## config.mk

```make
export PLATFORM = sky130hd
export DESIGN_NAME = bit_stuff_error_block_flat
export DESIGN_NICKNAME = d
export VERILOG_FILES = /design/src/rtl/bit_stuff_error_block_pkg.sv /design/src/rtl/bit_stuff_error_block_if.sv /design/src/rtl/bit_stuff_error_block.sv /design/src/flat_wrapper.sv
export SDC_FILE = /design/constraint.sdc
export NUM_CORES = 1
export LEC_CHECK = 0
export ABC_AREA = 1
export BUFFER_PORTS_ARGS = -buffer_cell sky130_fd_sc_hd__buf_4
export CAP_MARGIN = 20
export CORE_AREA = 8 8 45 47
export CTS_CLUSTER_DIAMETER = 150
export DETAILED_ROUTE_END_ITERATION = 10
export DIE_AREA = 0 0 53 55
export GPL_ROUTABILITY_DRIVEN = 0
export GPL_TIMING_DRIVEN = 0
export PLACE_DENSITY = 0.46
export SLEW_MARGIN = 5
export SYNTH_ARGS = -nofsm -noshare
export SYNTH_HDL_FRONTEND = slang
export SYNTH_SLANG_ARGS = --single-unit
```

## constraint.sdc

```tcl
create_clock -name SP -period 1.3 [get_ports SP]
set_input_delay 0 -clock SP [delete_from_list [all_inputs] [get_ports SP]]
set_output_delay 0 -clock SP [all_outputs]
set_load 0.03 [all_outputs]
```

## src/rtl/bit_stuff_error_block_pkg.sv

```systemverilog
// Shared CAN constants for the receive-side rule checkers.
//   STUFF_LEN_DEF : consecutive equal bits allowed before a stuff bit is due
//   DOMINANT      : bus level 0
//   RECESSIVE     : bus level 1 (idle level)
package bit_stuff_error_block_pkg;

  localparam int unsigned STUFF_LEN_DEF = 5;
  localparam int unsigned CNT_W_DEF     = 3;

  localparam logic DOMINANT  = 1'b0;
  localparam logic RECESSIVE = 1'b1;

endpackage

```

## src/rtl/bit_stuff_error_block_if.sv

```systemverilog
// Bit-stream link between the bit-timing/sampling logic and the stuff checker.
//   RX      : sampled bus bit (0 dominant, 1 recessive)
//   F_STF   : stuff-check enable, high across stuffed frame fields
//   STF_ERR : registered stuff-error flag back to error handling
// master : sampling side (drives RX/F_STF, observes STF_ERR)
// slave  : checker side
interface bit_stuff_error_block_if;

  logic RX;
  logic F_STF;
  logic STF_ERR;

  modport master (
    output RX,
    output F_STF,
    input  STF_ERR
  );

  modport slave (
    input  RX,
    input  F_STF,
    output STF_ERR
  );

endinterface

```

## src/rtl/bit_stuff_error_block.sv

```systemverilog
// CAN receiver bit-stuff rule checker.
// Counts consecutive equal bits while F_STF is high; a (STUFF_LEN+1)th equal
// bit sets a sticky STF_ERR that clears only on reset or a disabled edge.
// Ports:
//   SP    : sample-point clock, one RX bit per rising edge
//   reset : asynchronous active-low reset
//   bus   : slave side of bit_stuff_error_block_if (RX, F_STF in; STF_ERR out)
module bit_stuff_error_block
  import bit_stuff_error_block_pkg::*;
#(
  parameter int unsigned STUFF_LEN = STUFF_LEN_DEF,
  parameter int unsigned CNT_W     = CNT_W_DEF
) (
  input  logic                    SP,
  input  logic                    reset,
  bit_stuff_error_block_if.slave  bus
);

  localparam logic [CNT_W-1:0] RUN_MAX = CNT_W'(STUFF_LEN);
  localparam logic [CNT_W-1:0] RUN_ONE = CNT_W'(1);

  logic             last_bit;
  logic [CNT_W-1:0] run_cnt;
  logic             err;

  always_ff @(posedge SP or negedge reset) begin
    if (!reset) begin
      run_cnt  <= '0;
      last_bit <= RECESSIVE;
      err      <= 1'b0;
    end else if (!bus.F_STF) begin
      run_cnt  <= '0;
      last_bit <= bus.RX;
      err      <= 1'b0;
    end else if (run_cnt == '0 || bus.RX != last_bit) begin
      // first checked bit, or a level change (stuff bit starts the new run);
      // err is left untouched so the flag stays sticky
      last_bit <= bus.RX;
      run_cnt  <= RUN_ONE;
    end else if (run_cnt < RUN_MAX) begin
      run_cnt <= run_cnt + RUN_ONE;
    end else begin
      // saturated run with another equal bit
      err <= 1'b1;
    end
  end

  assign bus.STF_ERR = err;

endmodule

```

## src/flat_wrapper.sv

```systemverilog
// flat-port wrapper written by rule: the top's interface ports become plain ports
module bit_stuff_error_block_flat import bit_stuff_error_block_pkg::*;
#(
  parameter int unsigned STUFF_LEN = STUFF_LEN_DEF,
  parameter int unsigned CNT_W     = CNT_W_DEF
)
  (SP, reset, bus_RX, bus_F_STF, bus_STF_ERR);
  bit_stuff_error_block_if bus_i ();
  input  logic SP;
  input  logic reset;
  input wire logic [$bits(bus_i.RX)-1:0] bus_RX;
  input wire logic [$bits(bus_i.F_STF)-1:0] bus_F_STF;
  output wire logic [$bits(bus_i.STF_ERR)-1:0] bus_STF_ERR;
  assign bus_i.RX = bus_RX;
  assign bus_i.F_STF = bus_F_STF;
  assign bus_STF_ERR = bus_i.STF_ERR;
  bit_stuff_error_block #(.STUFF_LEN(STUFF_LEN), .CNT_W(CNT_W)) u_core (.SP(SP), .reset(reset), .bus(bus_i));
endmodule
```

Yosys cells after proc, flatten, opt, wreduce, memory -nomap -nowiden
Cells that the tools add are included.
Cells by class
  add/sub/neg operators: 1
  multipliers: 0
  div/mod/pow operators: 0
  $lt $le $gt $ge: 1
  eq/ne operators: 5
  shift-type cells: 0
  muxes and demuxes: 8
  bitwise gates (word level): 0
  reduce and logical (&&, ||, !) cells: 3
Operator list (count)
  $mux 3: 3
  $mux 1: 5
  $ne 2x2->1 const B: 2
  $add 3x1->3 const B: 1
  $logic_not 3->1: 1
  $lt 3x3->1 const B: 1
  $ne 3x1->1 const B: 1
  $ne 2x1->1 const B: 1
  $reduce_and 2->1: 1
  $logic_or 1x1->1: 1
  $ne 1x1->1: 1
Word-level totals
  flip-flop bits (word level): 5
  bits in latches: 0
  bits in writable memories: 0
  bits in read-only memories: 0
  input bits: 4
  output and inout bits: 1
  word-level logic and storage cells: 21
  memories: 0

Depth between registers and ports, before layout
  word-level depth: 4
  mapped depth: 6
  gate-level depth less buffers: 6

Worst setup path before layout
Ideal clock, no wire load.
  path type: register to register
  start: reg u_core.run_cnt[0]
  end: reg u_core.run_cnt[2]
  library setup time: 0.121 ns
  arrival: 0.867 ns
  required time: 1.179 ns
  path slack: 0.312 ns
  cell stages (with the launch flop): 5
  buffers on the path: 0
  period minus slack after synthesis: 0.988 ns
  cell sequence: dfrtp_1 > ha_1 > or2_0 > o21ai_0 > nor2_1
Between the ends
  longest elaborated chain between the ends: 4
  elaborated cells between the ends (all ways): 8
  those cells by class: 1 x add/sub; 1 x order compare; 1 x eq/ne; 3 x mux; 2 x reduce/logical
RTL lines
  from (decl): line bit_stuff_error_block.sv:23  | logic [CNT_W-1:0] run_cnt;
  from (signal assigned): line bit_stuff_error_block.sv:41  | run_cnt <= run_cnt + RUN_ONE;
  $add 3x1->3 or $logic_not 3->1 (tied branches): line bit_stuff_error_block.sv:41, bit_stuff_error_block.sv:35
  $mux 3 or $logic_or 1x1->1 (tied branches): line bit_stuff_error_block.sv:40, bit_stuff_error_block.sv:35
  $mux 3: line bit_stuff_error_block.sv:35  | end else if (run_cnt == '0 || bus.RX != last_bit) begin
  $mux 3: line bit_stuff_error_block.sv:31  | end else if (!bus.F_STF) begin
Parallel ways exist; a longest one is shown, timed or not. The select of a mux whose other input is x is not followed.
A chain may end at the register's enable or synchronous reset.

Worst setup path after layout
Same ends and word-level chain as after synthesis.

==> results.json <==
{
  "drc": 0,
  "max_freq_mhz": 941,
  "skew_ns": 0.00205,
  "area_growth_pct": 37.3,
  "max_stage_delay_ns": 0.39,
  "synth-adder-area-share_pct": 8.77,
  "vias_per_cell": 3.81,
  "rsz0062_at_grt": "no",
  "die_y_um": 55,
  "clkSinkCount": 5,
  "drtAntennaViolNets": 0,
  "muxShareOfSynthArea_pct": 0,
  "port_buffers": 4,
  "setup_tns_ns": 0,
  "clock_latency_ns": 0.23,
  "synth-seq-area-share_pct": 44.3,
  "reg2regPathDepth": 4,
  "clockBufferDepth": 2,
  "maxCapViolations": 0,
  "antenna_found_initial": 0,
  "power_density_mw_per_mm2": 999,
  "finalCoreUtilization_pct": 28.3,
  "regToRegEndpoint": "u_core.run_cnt[2]",
  "p_seq_share_pct": 42.7,
  "leakagePower_nw": 0.203,
  "holdWs_ns": 0.101,
  "timing.final.crit_share_pct": 81.7,
  "outcome": "complete, no violations",
  "cp-start-kind": "flop",
  "fin_crit_ns": 1.06,
  "grt_pass1_vias": 225,
  "grt_overflow": 0,
  "required_ns": 1.42,
  "place_inst": 57,
  "setup.worst_path.end_class": "flop",
  "cp.arrival_ns": 1.18,
  "timing.rr.start": "u_core.run_cnt[0]",
  "synthXorXnorAreaFrac_pct": 0,
  "combPwrFrac_pct": 13.4,
  "syn_area_per_cell_um2": 7.71,
  "hp-class": "in2async",
  "clock_tree.root_cell": "clkbuf_4",
  "dp.final_hpwl_um": 398,
  "path_clk_slew_ns": 0.04,
  "peakVddDrop_mv": 0.414,
  "finalInstanceArea_um2": 392,
  "finalSetupViolCount": 0,
  "vias": 244,
  "grt_max_degree": 7,
  "wl_per_cell_um": 8.05,
  "tightestPinTransition_ns": 0.170,
  "yosysUniqueCellTypes": 14,
  "synth_compound_area_share_pct": 4.82,
  "routed_wirelength_um": 515,
  "critical_path.slowest_cell": "dfrtp_1",
  "antennaDiodeCount": 0,
  "max_slew_margin_pct": 88.7,
  "syn_inst": 37,
  "cts_tree": "built",
  "drv_slew": 0,
  "place_area_um2": 335,
  "grt_util_all_layers_pct": 4.39,
  "dr.pass1.iters": 4,
  "drive_above_1_share_pct": 22.9,
  "synth_top_cell_by_area": "dfrtp_1",
  "ios": 5,
  "start_util_pct": 20.6,
  "netlist.area_leader.share_pct": 35.1,
  "hold_viol_final": 0,
  "drt_iter0_drc": 2,
  "syn_area_um2": 285,
  "synth-simple-area-share_pct": 31.6,
  "core_area_mm2": 0.00138,
  "cp_top_family": "flip-flops",
  "swShare_pct": 22.4,
  "grt_pass1_wl_um": 897,
  "cts_max_level": 1,
  "finalNetCount": 55,
  "fin_cells": 64,
  "fp.dieArea_mm2": 0.00292,
  "cts_buffers": 3,
  "synth_top_family_by_area": "simple AND/OR/NAND/NOR gates",
  "power.clock.fraction_pct": 43.9,
  "rows": 14,
  "crit_type": "reg2reg",
  "ys_ff_latch": 5,
  "p_int_mw": 0.304,
  "die_x_um": 53,
  "synth-warning-count": 0,
  "syn-num-nets": 43,
  "critPathBufInv": 0,
  "worstPathCellList": "ha_1, or2_0, o21ai_0, nor2_1",
  "synthTopCellsByArea": "dfrtp_1 (35%), nand2_1 (14%), dfstp_2 (9.2%)",
  "r2r_setup_slack_ns": 0.24,
  "critPathMaxFanout": 3,
  "p_sw_mw": 0.0877
}
-- how the worst max path moves through the flow --
| stage | start | endpoint | slack [ns] | depth (start not counted) |
|---|---|---|---|---|
| global route | u_core.run_cnt[0] | u_core.run_cnt[0] | 0.16 | 6 |
| global placement | u_core.run_cnt[0] | u_core.run_cnt[0] | 0.22 | 6 |
| detailed placement | u_core.run_cnt[0] | u_core.run_cnt[0] | 0.24 | 6 |
| finish | u_core.run_cnt[0] | u_core.run_cnt[2] | 0.24 | 4 |
| CTS | u_core.run_cnt[0] | u_core.run_cnt[0] | 0.23 | 6 |
| floorplan | u_core.run_cnt[0] | u_core.run_cnt[2] | 0.31 | 4 |
-- Yosys cell counts --
| master | instances |
|---|---|
| nand2_1 | 11 |
| inv_1 | 7 |
| dfrtp_1 | 4 |
| nor2_1 | 4 |
| ha_1 | 2 |
| clkbuf_1 | 1 |
| dfstp_2 | 1 |
| nand2_2 | 1 |
| nand3_1 | 1 |
| nand3_2 | 1 |
| nand4_1 | 1 |
| o21ai_0 | 1 |
| o21ai_2 | 1 |
| or2_0 | 1 |
-- layer usage --
metal	global-route usage, %	share of wire (%)	vias up
met5	0	0	-
met1	4.78	45	107
li1	-	-	134
met4	6.47	0	0
met2	6.05	52	3
met3	0.802	3.3	0
-- worst register-to-register path, stage by stage (launching register included) --
cell and delay [ns]:
dfrtp_1 0.39, ha_1 0.21, or2_0 0.20, o21ai_0 0.08, nor2_1 0.07
-- metrics by stage --
stage | setup slack (ns) | total power [mW]
floorplan | 0.312 | 0.198
global placement | 0.222 | 0.216
detailed placement | 0.239 | 0.215
CTS | 0.230 | 0.402
global route | 0.160 | 0.414
finish | 0.237 | 0.391
-- flip-flops by register name, indices dropped and copies added (netlist names) --
name	flops
u_core.last_bit	1
u_core.bus.STF_ERR	1
u_core.run_cnt	3
-- cell usage in the layout (no fill, tap or decap), types with 2 or more instances in the layout --
master and count:
buf_4 4, dfrtp_1 4, ha_1 2, nor2_1 4
dlygate4sd3_1 3, clkbuf_4 3, nand2_1 11, clkbuf_1 2
inv_1 7
-- cell type report --
type,instances,area [um2]
multi-input combinational,24,129
tap,16,20.0
fill,146,992
inverter,7,26.3
buffer,1,3.75
timing repair buffer,7,60.1
clock buffer,4,26.3
sequential,5,126
-- what timing repair did --
item                       CTS  global route
hold buffers                 3             0
resized for setup            0             0
setup buffers                0             0
hold endpoints to repair     8             0
setup endpoints to repair    0             0
-- kinds of logic after synthesis --
group / Yosys count
and+or+nand+nor: 20
adders and majority gates: 2
AOI/OAI and AO/OA: 2
buffers and inverters: 8
DFF: 5
-- power groups by stage --
stage | clock, mW | combinational, mW | sequential [mW]
6_report | 0.172 | 0.0526 | 0.167
5_1_grt | 0.187 | 0.0594 | 0.168
4_1_cts | 0.182 | 0.0532 | 0.167
3_5_place_dp | 0 | 0.0457 | 0.169
3_3_place_gp | 0 | 0.0462 | 0.169
2_1_floorplan | 0 | 0.0294 | 0.168
Power figures use the tool's default switching activity.
